`src/rtl/ahb_m2s1_arbiter.sv`:
```
// rtl/ahb_m2s1_arbiter.sv - two-master, one-slave AHB-Lite arbiter with per-master holding stage
module ahb_m2s1_arbiter #(
    parameter int ADDR_WIDTH = 32,
    parameter int DATA_WIDTH = 32,
    parameter int ARB_MODE   = 0
) (
    input  logic                  CLK,
    input  logic                  RSTN,
    input  logic [ADDR_WIDTH-1:0] M0_HADDR,
    input  logic [1:0]            M0_HTRANS,
    input  logic                  M0_HWRITE,
    input  logic [2:0]            M0_HSIZE,
    input  logic [DATA_WIDTH-1:0] M0_HWDATA,
    output logic [DATA_WIDTH-1:0] M0_HRDATA,
    output logic                  M0_HREADY,
    output logic                  M0_HRESP,
    input  logic [ADDR_WIDTH-1:0] M1_HADDR,
    input  logic [1:0]            M1_HTRANS,
    input  logic                  M1_HWRITE,
    input  logic [2:0]            M1_HSIZE,
    input  logic [DATA_WIDTH-1:0] M1_HWDATA,
    output logic [DATA_WIDTH-1:0] M1_HRDATA,
    output logic                  M1_HREADY,
    output logic                  M1_HRESP,
    output logic [ADDR_WIDTH-1:0] S_HADDR,
    output logic [1:0]            S_HTRANS,
    output logic                  S_HWRITE,
    output logic [2:0]            S_HSIZE,
    output logic [DATA_WIDTH-1:0] S_HWDATA,
    output logic                  S_HREADY,
    input  logic                  S_HREADYOUT,
    input  logic [DATA_WIDTH-1:0] S_HRDATA,
    input  logic                  S_HRESP
);

    localparam logic [1:0] TR_IDLE = 2'b00;
    localparam logic [1:0] TR_SEQ  = 2'b11;

    logic [ADDR_WIDTH-1:0] m_haddr  [2];
    logic [1:0]            m_htrans [2];
    logic                  m_hwrite [2];
    logic [2:0]            m_hsize  [2];

    assign m_haddr[0]  = M0_HADDR;
    assign m_haddr[1]  = M1_HADDR;
    assign m_htrans[0] = M0_HTRANS;
    assign m_htrans[1] = M1_HTRANS;
    assign m_hwrite[0] = M0_HWRITE;
    assign m_hwrite[1] = M1_HWRITE;
    assign m_hsize[0]  = M0_HSIZE;
    assign m_hsize[1]  = M1_HSIZE;

    // Holding stage state and arbitration history (grant/last_grant: 0 = M0, 1 = M1)
    logic [1:0]            pend;
    logic [ADDR_WIDTH-1:0] h_addr  [2];
    logic [1:0]            h_trans [2];
    logic                  h_write [2];
    logic [2:0]            h_size  [2];
    logic                  grant;
    logic                  last_grant;
    logic [1:0]            data_owner;
    logic                  dphase_valid;

    logic [1:0]            hready_int;
    logic [1:0]            live;
    logic [1:0]            req;
    logic [1:0]            capture;
    logic [ADDR_WIDTH-1:0] e_addr  [2];
    logic [1:0]            e_trans [2];
    logic                  e_write [2];
    logic [2:0]            e_size  [2];
    logic                  holder_seq;
    logic                  arb;
    logic                  sel;
    logic                  sel_req;
    logic                  fwd;

    // Live requests are gated by RSTN so the slave sees IDLE the moment reset asserts.
    // BUSY has HTRANS[1]=0 and therefore never counts as a request.
    always_comb begin
        for (int i = 0; i < 2; i++) begin
            hready_int[i] = pend[i] ? 1'b0 : (data_owner[i] ? S_HREADYOUT : 1'b1);
            live[i]       = RSTN & m_htrans[i][1] & hready_int[i];
            req[i]        = pend[i] | live[i];
            e_addr[i]     = pend[i] ? h_addr[i]  : m_haddr[i];
            e_trans[i]    = pend[i] ? h_trans[i] : m_htrans[i];
            e_write[i]    = pend[i] ? h_write[i] : m_hwrite[i];
            e_size[i]     = pend[i] ? h_size[i]  : m_hsize[i];
        end
    end

    always_comb begin
        holder_seq = req[grant] && (e_trans[grant] == TR_SEQ);
        arb        = grant;
        if (!holder_seq) begin
            if (ARB_MODE == 0) begin
                if (req[0] && req[1]) begin
                    arb = ~last_grant;
                end else if (req[0]) begin
                    arb = 1'b0;
                end else if (req[1]) begin
                    arb = 1'b1;
                end
            end else begin
                if (req[0]) begin
                    arb = 1'b0;
                end else if (req[1]) begin
                    arb = 1'b1;
                end
            end
        end
        // While the slave stalls the grant is frozen; any live request is captured instead.
        sel        = S_HREADYOUT ? arb : grant;
        sel_req    = req[sel];
        fwd        = S_HREADYOUT & sel_req;
        capture[0] = live[0] & ~(fwd & ~sel);
        capture[1] = live[1] & ~(fwd & sel);
    end

    assign S_HTRANS  = sel_req ? e_trans[sel] : TR_IDLE;
    assign S_HADDR   = sel_req ? e_addr[sel]  : '0;
    assign S_HWRITE  = sel_req ? e_write[sel] : 1'b0;
    assign S_HSIZE   = sel_req ? e_size[sel]  : 3'd0;
    assign S_HWDATA  = data_owner[1] ? M1_HWDATA : (data_owner[0] ? M0_HWDATA : '0);
    assign S_HREADY  = S_HREADYOUT;
    assign M0_HRDATA = S_HRDATA;
    assign M1_HRDATA = S_HRDATA;
    assign M0_HREADY = hready_int[0];
    assign M1_HREADY = hready_int[1];
    assign M0_HRESP  = dphase_valid & data_owner[0] & S_HRESP;
    assign M1_HRESP  = dphase_valid & data_owner[1] & S_HRESP;

    always_ff @(posedge CLK or negedge RSTN) begin
        if (!RSTN) begin
            pend         <= '0;
            grant        <= 1'b0;
            last_grant   <= 1'b1;
            data_owner   <= '0;
            dphase_valid <= 1'b0;
            for (int i = 0; i < 2; i++) begin
                h_addr[i]  <= '0;
                h_trans[i] <= TR_IDLE;
                h_write[i] <= 1'b0;
                h_size[i]  <= 3'd0;
            end
        end else begin
            for (int i = 0; i < 2; i++) begin
                if (capture[i]) begin
                    pend[i]    <= 1'b1;
                    h_addr[i]  <= m_haddr[i];
                    h_trans[i] <= m_htrans[i];
                    h_write[i] <= m_hwrite[i];
                    h_size[i]  <= m_hsize[i];
                end else if (fwd && (sel == 1'(i))) begin
                    pend[i] <= 1'b0;
                end
            end
            if (S_HREADYOUT) begin
                grant        <= arb;
                data_owner   <= fwd ? (sel ? 2'b10 : 2'b01) : 2'b00;
                dphase_valid <= fwd;
            end
            if (fwd) begin
                last_grant <= sel;
            end
        end
    end

endmodule

```
`config.mk`:
```
export PLATFORM = sky130hd
export DESIGN_NAME = ahb_m2s1_arbiter
export DESIGN_NICKNAME = d
export VERILOG_FILES = /design/src/rtl/ahb_m2s1_arbiter.sv
export SDC_FILE = /design/constraint.sdc
export NUM_CORES = 1
export LEC_CHECK = 0
export BUFFER_PORTS_ARGS = -buffer_cell sky130_fd_sc_hd__buf_2
export CORE_ASPECT_RATIO = 0.8
export CORE_MARGIN = 2
export CORE_UTILIZATION = 47
export CTS_CLUSTER_DIAMETER = 120
export CTS_CLUSTER_SIZE = 12
export DETAILED_ROUTE_END_ITERATION = 8
export HOLD_SLACK_MARGIN = 0.02
export PLACE_DENSITY = 0.9
export SLEW_MARGIN = 10
export SYNTH_ARGS = -nofsm -noshare
export SYNTH_HDL_FRONTEND = slang
export SYNTH_SLANG_ARGS = --single-unit
```
`constraint.sdc`:
```
create_clock -name CLK -period 2.84 [get_ports CLK]
set_input_delay 0.568 -clock CLK [delete_from_list [all_inputs] [get_ports CLK]]
set_output_delay 0.568 -clock CLK [all_outputs]
set_load 0.02 [all_outputs]
```
==> results.json, run 1 <==
{
  "criticalPathCategory": "reg -> out",
  "grt_antenna_before_repair": 8,
  "path_clk_slew_ns": 0.07,
  "worstRegToRegCells": 9,
  "relSlewSlack_pct": 56.5,
  "synth.area.top_cells": "dfrtp_1, mux2_2, buf_4, mux2i_1, a311o_1",
  "start_util_pct": 47.9,
  "viasPerCell": 5.79,
  "insertion_delay_ns": 0.34,
  "gp_congestion": 0.819,
  "drt_iter0_drc": 394,
  "io_buffers": 218,
  "clockBufferDepth": 2,
  "fillCellCount": 1078,
  "drive_above_1_share_pct": 51.9,
  "grt_max_degree": 51,
  "setup_viol": 0,
  "synth.avg_cell_area_um2": 9.86,
  "first_pass_iters": 5,
  "grt_pass1_wl_um": 29800,
  "synth.largest_area_cell": "dfrtp_1",
  "placed_area_um2": 7020,
  "remaining_drc_errors": 0,
  "fp.dieH_um": 106,
  "postSynthCellCount": 621,
  "globalRouteTotalUtil_pct": 27.6,
  "cts.htree.levels": 3,
  "syn_area_um2": 6120,
  "netlist.area_leader.share_pct": 33.5,
  "grt_setup_unrepaired": "yes",
  "yosysSeqAreaShare_pct": 33.9,
  "synth-seq-cells": 83,
  "required_ns": 2.27,
  "vias": 5475,
  "busiest_layer": "met2",
  "vdd_ir_drop_max_v": 0.000687,
  "power.total_w": 0.00960,
  "powerDensity_nw_per_um2": 1290,
  "finalCritPeriodShare_pct": 98.5,
  "cts_num_sinks": 83,
  "synth.most_common_cell": "mux2_2",
  "area_delta_synth_final_pct": 21.7,
  "yosys-top-cells-count": "mux2_2, dfrtp_1, buf_4, nand2_1, nor2_1",
  "period_needed_ns": 2.80,
  "drv_slew": 0,
  "coreArea_um2": 12800,
  "async_flop_share_pct": 100,
  "grt_overflow": 0,
  "crit_fanout": 8,
  "tns_ns": 0,
  "outcome": "complete, no violations",
  "crit_path_start_kind": "register",
  "yosys_most_used_dff": "dfrtp_1",
  "synth_cell_type_count": 37,
  "numCtsBuffers": 9,
  "final_nets": 938,
  "wirelength_um": 20100,
  "die-area_um2": 14000,
  "max_freq_mhz": 357,
  "cp-end-kind": "primary output",
  "use_met2_pct": 42.7,
  "hold_violations": 0,
  "synth_nets": 797,
  "clock_skew_ns": 0.0105,
  "met3_usage_pct": 15.5,
  "arrival_ns": 2.23,
  "p_leak_nw": 3.63,
  "postLayoutCellArea_um2": 7450,
  "cts-root-buf": "clkbuf_16",
  "antenna_left": 0,
  "wl_per_cell_um": 21.2,
  "ios": 315,
  "drv_cap": 0,
  "yosysWarnings": 0,
  "die_x_um": 132,
  "worst_pin_slew_ns": 0.652,
  "rows": 37,
  "dp_hpwl_um": 14800,
  "grt_pass1_vias": 5324,
  "synth-edff-count": 0,
  "grt_util_met1_pct": 34.0,
  "holdCritPathClass": "in -> async",
  "tritoncts": "built"
}
flip-flops by register name, summed over array words and instances, names as in the netlist:
register and cells:
h_trans 4, grant 1, dphase_valid 1, h_size 6
h_addr 64, last_grant 1, h_write 2, pend 2
data_owner 2
timing repair:
action	in CTS	in global routing
setup endpoints to repair	38	26
pin swaps	2	2
gates resized for setup	9	10
hold buffers	0	0
cloned	0	1
buffers inserted	4	1
layout make-up:
type	count	area [µm²]	area share, %
antenna	4	10.0	0.134
clock buffer	11	253	3.39
clock inverter	5	43.8	0.587
inverter	3	11.3	0.151
multi-input combinational	412	3370	45.2
sequential	83	2080	27.9
tap	175	219	2.94
timing repair buffer	253	1470	19.7
per-stage QoR:
step                cells  worst slack (ns)  util, %  hold WS (ns)
floorplan             621             0.159        -         0.272
global placement      920           -0.0829     54.9         0.469
detailed placement    920            -0.142     54.9         0.482
CTS                   940            0.0213     57.8         0.323
global route          942           -0.0283     58.3         0.351
finish                946            0.0418     58.3         0.319
placed cells by master, fill, tap and decap left out, types with 2 or more instances in the layout:
cell        instances
dfrtp_1            80
diode_2             4
nor2_1             42
buf_2             215
o21a_1              2
a311o_1            37
a21oi_1            38
mux2_1              2
a21o_1              2
clkinvlp_4          2
o21ai_4             2
nand2b_1            2
mux2i_1            38
a22o_1             31
mux2_2             91
dfrtp_2             2
o21ai_0             3
buf_6               4
clkbuf_8            2
nand2_1            44
buf_4              27
and3_1              2
inv_1               2
clkbuf_16          10
buf_12              6
nor2b_2             2
nor3_1             38
mux2_4             19
final timing paths:
| path | from | end | slack (ns) |
|---|---|---|---|
| setup / recovery | pend[1] | S_HADDR[0] | 0.04 |
| hold / removal | RSTN | h_addr[28] | 0.32 |
| setup reg to reg | last_grant | h_addr[48] | 0.43 |
| hold reg to reg | h_addr[2] | h_addr[2] | 0.50 |
| max in group asynchronous | RSTN | h_addr[52] | 2.00 |
| min in group CLK | M1_HADDR[2] | h_addr[2] | 0.46 |
worst max-delay path: stages, from the launching register on:
cell and delay (ns):
dfrtp_2 0.43, a21o_1 0.19, a21oi_2 0.29, or2_4 0.23, buf_4 0.18, nor3_1 0.06
a311o_1 0.34, buf_2 0.17
report_power, final:
part           switching (W)  internal [W]
combinational        0.00353       0.00280
sequential          0.000324       0.00178
clock               0.000513      0.000652
total                0.00437       0.00523
routing by layer:
layer	vias up	part of all wire (%)
li1	2483	-
met1	2629	40
met2	313	45
met3	40	13
met4	10	1.2
met5	-	0.61
kinds of logic after synthesis:
family | after synthesis | synth area share (%)
and+or+nand+nor | 137 | 9.71
muxes | 150 | 28.0
AOI/OAI and AO/OA | 125 | 16.0
buffers and inverters | 126 | 12.4
DFF | 83 | 33.9
No activity file was read; power rests on OpenSTA's default activity.
==> inputs of run 2 (changes only) <==
Clock period 2.84 ns to 3.15 ns, I/O delays scaled along.
==> run 2 against run 1 <==
Against the previous run: global-route usage decreased by 0.20 points; core utilization decreased by 1.6 points; clock-buffer cell count decreased by 1; final cell count decreased by 1.3%; non-clock buffer count decreased by 10; sequential cell count unchanged; first-iteration DRC count increased by 27%; routed wire length decreased by 1.5%; via count about the same; hold slack improved by 0.037 ns; total power decreased by 13%; sequential share of layout area increased by 0.78 points; largest cell class unchanged.
==> results.json, run 2 (synthesized netlist as in run 1, its figures left out) <==
{
  "outcome": "complete, no violations",
  "tns_ns": 0,
  "holdCritPathClass": "in -> async",
  "crit_path_start_kind": "register",
  "grt_overflow": 0,
  "crit_fanout": 40,
  "cts_num_sinks": 83,
  "antenna_left": 0,
  "grt_pass1_wl_um": 29600,
  "cts.htree.levels": 3,
  "mostFrequentLayoutCells": "buf_2, mux2_2, dfrtp_1",
  "criticalPathCategory": "reg -> out",
  "drive_above_1_share_pct": 50.5,
  "grt_pass1_vias": 5040,
  "area_delta_synth_final_pct": 18.4,
  "first_pass_iters": 5,
  "ios": 315,
  "numCtsBuffers": 9,
  "relSlewSlack_pct": 50.5,
  "cp-end-kind": "primary output",
  "final_nets": 928,
  "finalCritPeriodShare_pct": 96.6,
  "clockBufferDepth": 2,
  "mostFrequentLayoutCell": "buf_2",
  "largestRegisters": "h_addr: 64 flops, h_size: 6 flops, h_trans: 4 flops",
  "remaining_drc_errors": 0,
  "tritoncts": "built",
  "powerDensity_nw_per_um2": 1160,
  "dp.cells": 916,
  "wl_per_cell_um": 21.2,
  "gp_congestion": 0.807,
  "vdd_ir_drop_max_v": 0.000715,
  "r2r-start": "data_owner[1]",
  "layout.cells.non_filler": 934,
  "coreArea_um2": 12800,
  "power.total_w": 0.00839,
  "drt_iter0_drc": 502,
  "wirelength_um": 19800,
  "start_util_pct": 47.9,
  "worst_pin_slew_ns": 0.743,
  "fin_hold_ws_ns": 0.356,
  "postCtsSetupBuffers": 0,
  "drv_slew": 0,
  "setup.worst_path.start": "pend[1]",
  "fp.dieH_um": 106,
  "cts-root-buf": "clkbuf_16",
  "io_buffers": 218,
  "max_freq_mhz": 329,
  "path_clk_slew_ns": 0.07,
  "dp_hpwl_um": 14700,
  "hold_violations": 0,
  "grt_max_degree": 54,
  "die-area_um2": 14000,
  "drv_cap": 0,
  "p_leak_nw": 3.55,
  "rows": 37,
  "clock_skew_ns": 0.0114,
  "viasPerCell": 5.87,
  "required_ns": 2.52,
  "fillCellCount": 1091,
  "largest_reg_flops": 64,
  "period_needed_ns": 3.04,
  "die_x_um": 132,
  "grt_antenna_before_repair": 6,
  "arrival_ns": 2.41,
  "insertion_delay_ns": 0.34,
  "largest-register": "h_addr",
  "grt_setup_unrepaired": "no",
  "vias": 5479,
  "globalRouteTotalUtil_pct": 27.4,
  "setup_viol": 0
}
==> run 2: report_power, final <==
| group | switching [W] | internal, W | total (W) |
|---|---|---|---|
| Clock | 0.000458 | 0.000625 | 0.00108 |
| Sequential | 0.000280 | 0.00160 | 0.00188 |
| Combinational | 0.00311 | 0.00231 | 0.00542 |
==> run 2: through the flow <==
step	instance area [µm²]	worst slack (ns)	util [%]
after detailed placement	6940	0.140	54.3
after global placement	6940	0.138	54.3
after CTS	7240	0.118	56.7
after global routing	7250	0.0215	56.7
after floorplan	6120	0.345	-
final	7250	0.107	56.8
==> run 2: layer usage <==
layer	routed length (µm)	share of wire, %	global-route usage [%]
met4	281	1.4	5.36
met1	8010	41	36.1
met2	8830	45	40.9
met5	23	0.12	0
met3	2610	13	13.7
==> run 2: final cells by class <==
type / count / area, µm² / area share [%]
diodes: 2 / 5.00 / 0.0690
flip-flops and latches: 83 / 2080 / 28.7
repair buffers: 243 / 1300 / 17.9
clock inverters: 6 / 72.6 / 1.00
clock buffers: 10 / 229 / 3.16
well taps: 175 / 219 / 3.02
multi-input cells: 412 / 3340 / 46.0
inverters: 3 / 11.3 / 0.155
==> run 2: path summary, 6_finish.rpt <==
| path | slack (ns) | end | cells after the start |
|---|---|---|---|
| worst max register to register | 0.77 | h_addr[63] | 7 |
| max in group asynchronous | 2.23 | h_addr[23] | 2 |
| worst max-delay path | 0.11 | S_HADDR[1] | 5 |
| worst min-delay path | 0.36 | grant | 2 |
| worst min register to register | 0.50 | h_addr[3] | 1 |
| min in group CLK | 0.50 | h_addr[3] | 1 |
==> run 2: timing repair <==
item	CTS	global route
setup endpoints to repair	0	1
hold endpoints to repair	0	0
gates resized for setup	0	2
hold buffers	0	0
==> run 2: worst max-delay path, cell delays in order (launching register included) <==
cell and delay [ns]:
dfrtp_2 0.41, buf_4 0.62, mux2i_1 0.45, nor2_1 0.08, a311o_1 0.36, buf_2 0.16
